[config.mk]
export PLATFORM = sky130hd
export DESIGN_NAME = l_stf_gen
export DESIGN_NICKNAME = d
export VERILOG_FILES = /design/src/rtl/l_stf_gen.sv
export SDC_FILE = /design/constraint.sdc
export NUM_CORES = 1
export LEC_CHECK = 0
export ABC_AREA = 0
export BUFFER_PORTS_ARGS = -buffer_cell sky130_fd_sc_hd__buf_2
export CAP_MARGIN = 20
export CELL_PAD_IN_SITES_DETAIL_PLACEMENT = 0
export CELL_PAD_IN_SITES_GLOBAL_PLACEMENT = 1
export CORE_MARGIN = 5
export CORE_UTILIZATION = 36
export DETAILED_ROUTE_END_ITERATION = 8
export PLACE_DENSITY = 0.82
export REMOVE_ABC_BUFFERS = 1
export SLEW_MARGIN = 20
export SYNTH_ARGS = -nofsm -noshare
export SYNTH_HDL_FRONTEND = slang
export SYNTH_SLANG_ARGS = --single-unit
export TNS_END_PERCENT = 10
[constraint.sdc]
create_clock -name clk -period 2.5 [get_ports clk]
set_clock_uncertainty 0.1 [all_clocks]
set_input_delay 0.25 -clock clk [delete_from_list [all_inputs] [get_ports clk]]
set_output_delay 0.25 -clock clk [all_outputs]
set_load 0.005 [all_outputs]
[src/rtl/l_stf_gen.sv]
// l_stf_gen: replays the 16-entry L-STF ROM NUM_REP times as a registered
// valid/ready sample stream, optionally halving the very first sample.
//
// state   | meaning
// --------+---------------------------------------------------------------
// ST_IDLE | waiting for start; rom_addr parked at 0
// ST_RUN  | sample_out/sample_valid presented, advancing on each handshake
// ST_DONE | one-cycle done pulse after the final handshake
module l_stf_gen #(
  parameter int unsigned NUM_REP   = 10,
  parameter bit          WINDOW_EN = 1'b1
) (
  input  logic        clk,
  input  logic        rstn,
  input  logic        start,
  output logic [3:0]  rom_addr,
  input  logic [31:0] rom_dout,
  output logic [31:0] sample_out,
  output logic        sample_valid,
  input  logic        sample_ready,
  output logic        busy,
  output logic        done
);

  typedef enum logic [1:0] {
    ST_IDLE = 2'd0,
    ST_RUN  = 2'd1,
    ST_DONE = 2'd2
  } state_t;

  localparam logic [3:0] LAST_REP = 4'(NUM_REP - 1);

  state_t      state_q, state_d;
  logic [3:0]  addr_cnt_q, addr_cnt_d;
  logic [3:0]  rep_cnt_q, rep_cnt_d;
  logic [31:0] sample_q, sample_d;
  logic        valid_q, valid_d;

  // Per-component arithmetic shift right by one (rounds toward -inf).
  function automatic logic [31:0] halve_iq(input logic [31:0] s);
    logic signed [15:0] i_s;
    logic signed [15:0] q_s;
    i_s = s[31:16];
    q_s = s[15:0];
    return {i_s >>> 1, q_s >>> 1};
  endfunction

  // State, counters and the output sample register.
  always_ff @(posedge clk or negedge rstn) begin
    if (!rstn) begin
      state_q    <= ST_IDLE;
      addr_cnt_q <= 4'd0;
      rep_cnt_q  <= 4'd0;
      sample_q   <= 32'd0;
      valid_q    <= 1'b0;
    end else begin
      state_q    <= state_d;
      addr_cnt_q <= addr_cnt_d;
      rep_cnt_q  <= rep_cnt_d;
      sample_q   <= sample_d;
      valid_q    <= valid_d;
    end
  end

  // Next-state logic. addr_cnt always points one ahead of the presented
  // sample, so addr_cnt == 0 at a handshake means address 15 was accepted.
  // rep_cnt is the period of the presented sample and advances only once
  // that period's address-15 sample has been taken.
  always_comb begin
    state_d    = state_q;
    addr_cnt_d = addr_cnt_q;
    rep_cnt_d  = rep_cnt_q;
    sample_d   = sample_q;
    valid_d    = valid_q;
    case (state_q)
      ST_IDLE: begin
        if (start) begin
          sample_d   = WINDOW_EN ? halve_iq(rom_dout) : rom_dout;
          valid_d    = 1'b1;
          addr_cnt_d = 4'd1;
          rep_cnt_d  = 4'd0;
          state_d    = ST_RUN;
        end
      end
      ST_RUN: begin
        if (valid_q && sample_ready) begin
          if ((addr_cnt_q == 4'd0) && (rep_cnt_q == LAST_REP)) begin
            valid_d   = 1'b0;
            rep_cnt_d = 4'd0;
            state_d   = ST_DONE;
          end else begin
            sample_d   = rom_dout;
            addr_cnt_d = addr_cnt_q + 4'd1;
            if (addr_cnt_q == 4'd0) begin
              rep_cnt_d = rep_cnt_q + 4'd1;
            end
          end
        end
      end
      ST_DONE: begin
        state_d = ST_IDLE;
      end
      default: begin
        state_d = ST_IDLE;
      end
    endcase
  end

  assign rom_addr     = addr_cnt_q;
  assign sample_out   = sample_q;
  assign sample_valid = valid_q;
  assign busy         = (state_q != ST_IDLE);
  assign done         = (state_q == ST_DONE);

endmodule

==> run metrics <==
Post-Syn Instances 197; WL met3 approximately 320 µm; Seq cells post-synth 43; Reg2Reg Depth 6; initial core utilization 37.0%; worst hold margin 112 ps; CP max stage delay a little under 600 ps; # Post-CTS Setup Buffers 0; Cell Pwr Density 739 nW/µm²; Post-Layout Cell Count 345; CP required between 2000 and 3000 ps; Die X between 80 and 90 µm; NumNets Final 313; HP Start rom_dout[15]; hold depth 2; FP Rows 27; critical path type flip-flop to flip-flop; CTS Hold Buffers Added 1; top_reg_cell synth dfrtp_1; most frequent cells in the layout buf_2, dfrtp_1, nand2_1; CP bufs+invs 2; Placed Cells 337; critical-path cell list inv_1 -> ha_1 -> nor3b_1 -> a32o_2 -> buf_4 -> o21ai_0; wire length per cell 13.9 µm; CTS resizes 0; first-pass GRT wire length 7.76 mm; CP startpoint kind flip-flop; area delta synth->final 28.0%; max_cap viols 0; CORE AREA about 5500 µm²; Final Hold Fails 0; Vias 1656; reg2reg start rom_addr[0]$_DFFE_PN0P_; pin count of the biggest net entering global routing 44; most common cell after layout, fill and taps aside buf_2; Die ar. between 7000 and 8000 µm²; 1st-pass router iterations 4; Num CTS Buffers 5; hold endpoint sample_out[15]$_DFFE_PN0P_; final WL 4.78 mm; Longest Clk Path Bufs 2; Seq/Total Area, Yosys 52.9%; H-tree Lvls 2; Die Ht 85.2 µm; Max IR drop VDD around 0.29 mV; Worst path slowest cell a32o_2; Top delay family on crit path compound AO/OA/AOI/OAI gates; clock transition at the registers of the reported paths 80 ps; Tmin final 2230 ps; Post-route DRC 0; number of enable flip-flop cells after synthesis 0; Yosys warning count 0; Max FO, Critical Path 27; met2 wire length 2.20 mm; reg2reg setup slack 270 ps; Iter 0 DRT Violations 79; CTS tree yes; worst rel slew slack 63.9%; Crit. End Element flip-flop; vias in the first global route 1656; setup violators final 0; Total GRT Usage 13.3%; DP HPWL 3.53 mm; worst hold path type input pin to flip-flop; outcome finished, final reports clean; async set-reset flop share out of synthesis 100%; gpl congestion 0.792; Netlist cell types 30; clock sinks 43; I/O pin count 75; IO buf count 74; Slew @ Worst Pin 541 ps; diode count 0; unrepaired setup endpoints after global routing no; crit share post-route 89.4%; Avg Cell Area, Syn between 10 and 15 µm²; Avg Vias per Cell roughly 4.8; FF-to-FF End sample_out[7]$_DFFE_PN0P_; Detail Route Antenna Nets 0; Max Used Layer met4; Routed met1 length 2.21 mm; Remaining Overflow, GRT 0; Slew Viols, Final 0; Max Clk Rate ~450 MHz; layout cell share with drive strength beyond 1 33.7%; Post-Syn Area between 2000 and 2500 µm²; FILL cells 545; critical path data arrival time 2300 ps; insertion delay to the later sink of the worst-skew pair 290 ps; static leakage power around 0.0014 µW; antenna violations before repair 0; clock root buffer clkbuf_8
-- worst max path at each step --
stage,start,to,cells after the start
floorplan,state_q[0]$_DFFE_PN0P_,sample_out[15]$_DFFE_PN0P_,3
global placement,rom_addr[0]$_DFFE_PN0P_,sample_out[1]$_DFFE_PN0P_,6
detailed placement,rom_addr[0]$_DFFE_PN0P_,sample_out[7]$_DFFE_PN0P_,6
CTS,rom_addr[0]$_DFFE_PN0P_,sample_out[7]$_DFFE_PN0P_,6
global route,rom_addr[0]$_DFFE_PN0P_,sample_out[2]$_DFFE_PN0P_,7
finish,rom_addr[0]$_DFFE_PN0P_,sample_out[7]$_DFFE_PN0P_,6
-- registers in the layout (all words and copies together), names as in the netlist --
register	cells
rep_cnt_q	4
sample_valid	1
sample_out	32
state_q	2
rom_addr	4
-- cell usage after synthesis, types with 2 or more instances --
cell	count	area share (%)
a22o_1	2	0.86
mux2_2	2	1.1
o21ai_0	36	8.9
nor2b_1	2	0.61
dfrtp_1	43	53
inv_1	5	0.92
nor2_1	3	0.55
nand2_1	37	6.8
buf_2	7	1.7
clkbuf_1	3	0.55
ha_1	4	2.5
nand3_1	4	0.98
a21oi_1	2	0.49
mux2i_1	31	15
-- through the flow --
stage,power [µW],setup slack (ps),TNS [ps],utilization (%),cell area (µm²)
global route,2040,40.0,0,47.3,2610
CTS,1950,245,0,47.3,2610
floorplan,1170,-1650,-54400,-,1990
finish,1930,265,0,47.3,2610
detailed placement,1430,255,0,45.3,2490
global placement,1420,401,0,45.3,2490
-- report_power, final --
group          switching, µW  internal, µW
sequential               101           830
clock                    228           293
combinational            241           232
total                    571          1350
-- worst register-to-register path, cell delays in order (launching register included) --
cell	delay, ps
dfrtp_1	440
inv_1	80
ha_1	150
nor3b_1	330
a32o_2	580
buf_4	310
o21ai_0	130
-- cells by family after synthesis --
logic type / after synthesis / share of synthesized area (%)
adders and majority gates: 4 / 2.46
buffers and inverters: 16 / 3.38
AOI/OAI and AO/OA: 43 / 11.5
muxes: 33 / 16.3
and+or+nand+nor: 58 / 13.5
DFF: 43 / 52.9
-- routing by layer --
| metal | global-route usage (%) | vias to the layer above |
|---|---|---|
| li1 | - | 833 |
| met5 | 0 | - |
| met1 | 17.3 | 767 |
| met3 | 4.66 | 5 |
| met2 | 20.7 | 51 |
| met4 | 4.32 | 0 |
-- final cells by class --
cell class              count  area, µm²  share of cell area [%]
multi-input cells         138        900                    34.5
inverters                   5       18.8                   0.720
well taps                  72       90.1                    3.46
flip-flops and latches     43       1080                    41.3
clock inverters             1       30.0                    1.15
repair buffers             80        418                    16.0
clock buffers               6       72.6                    2.79
Note: power is estimated with default switching activity, not from simulation.
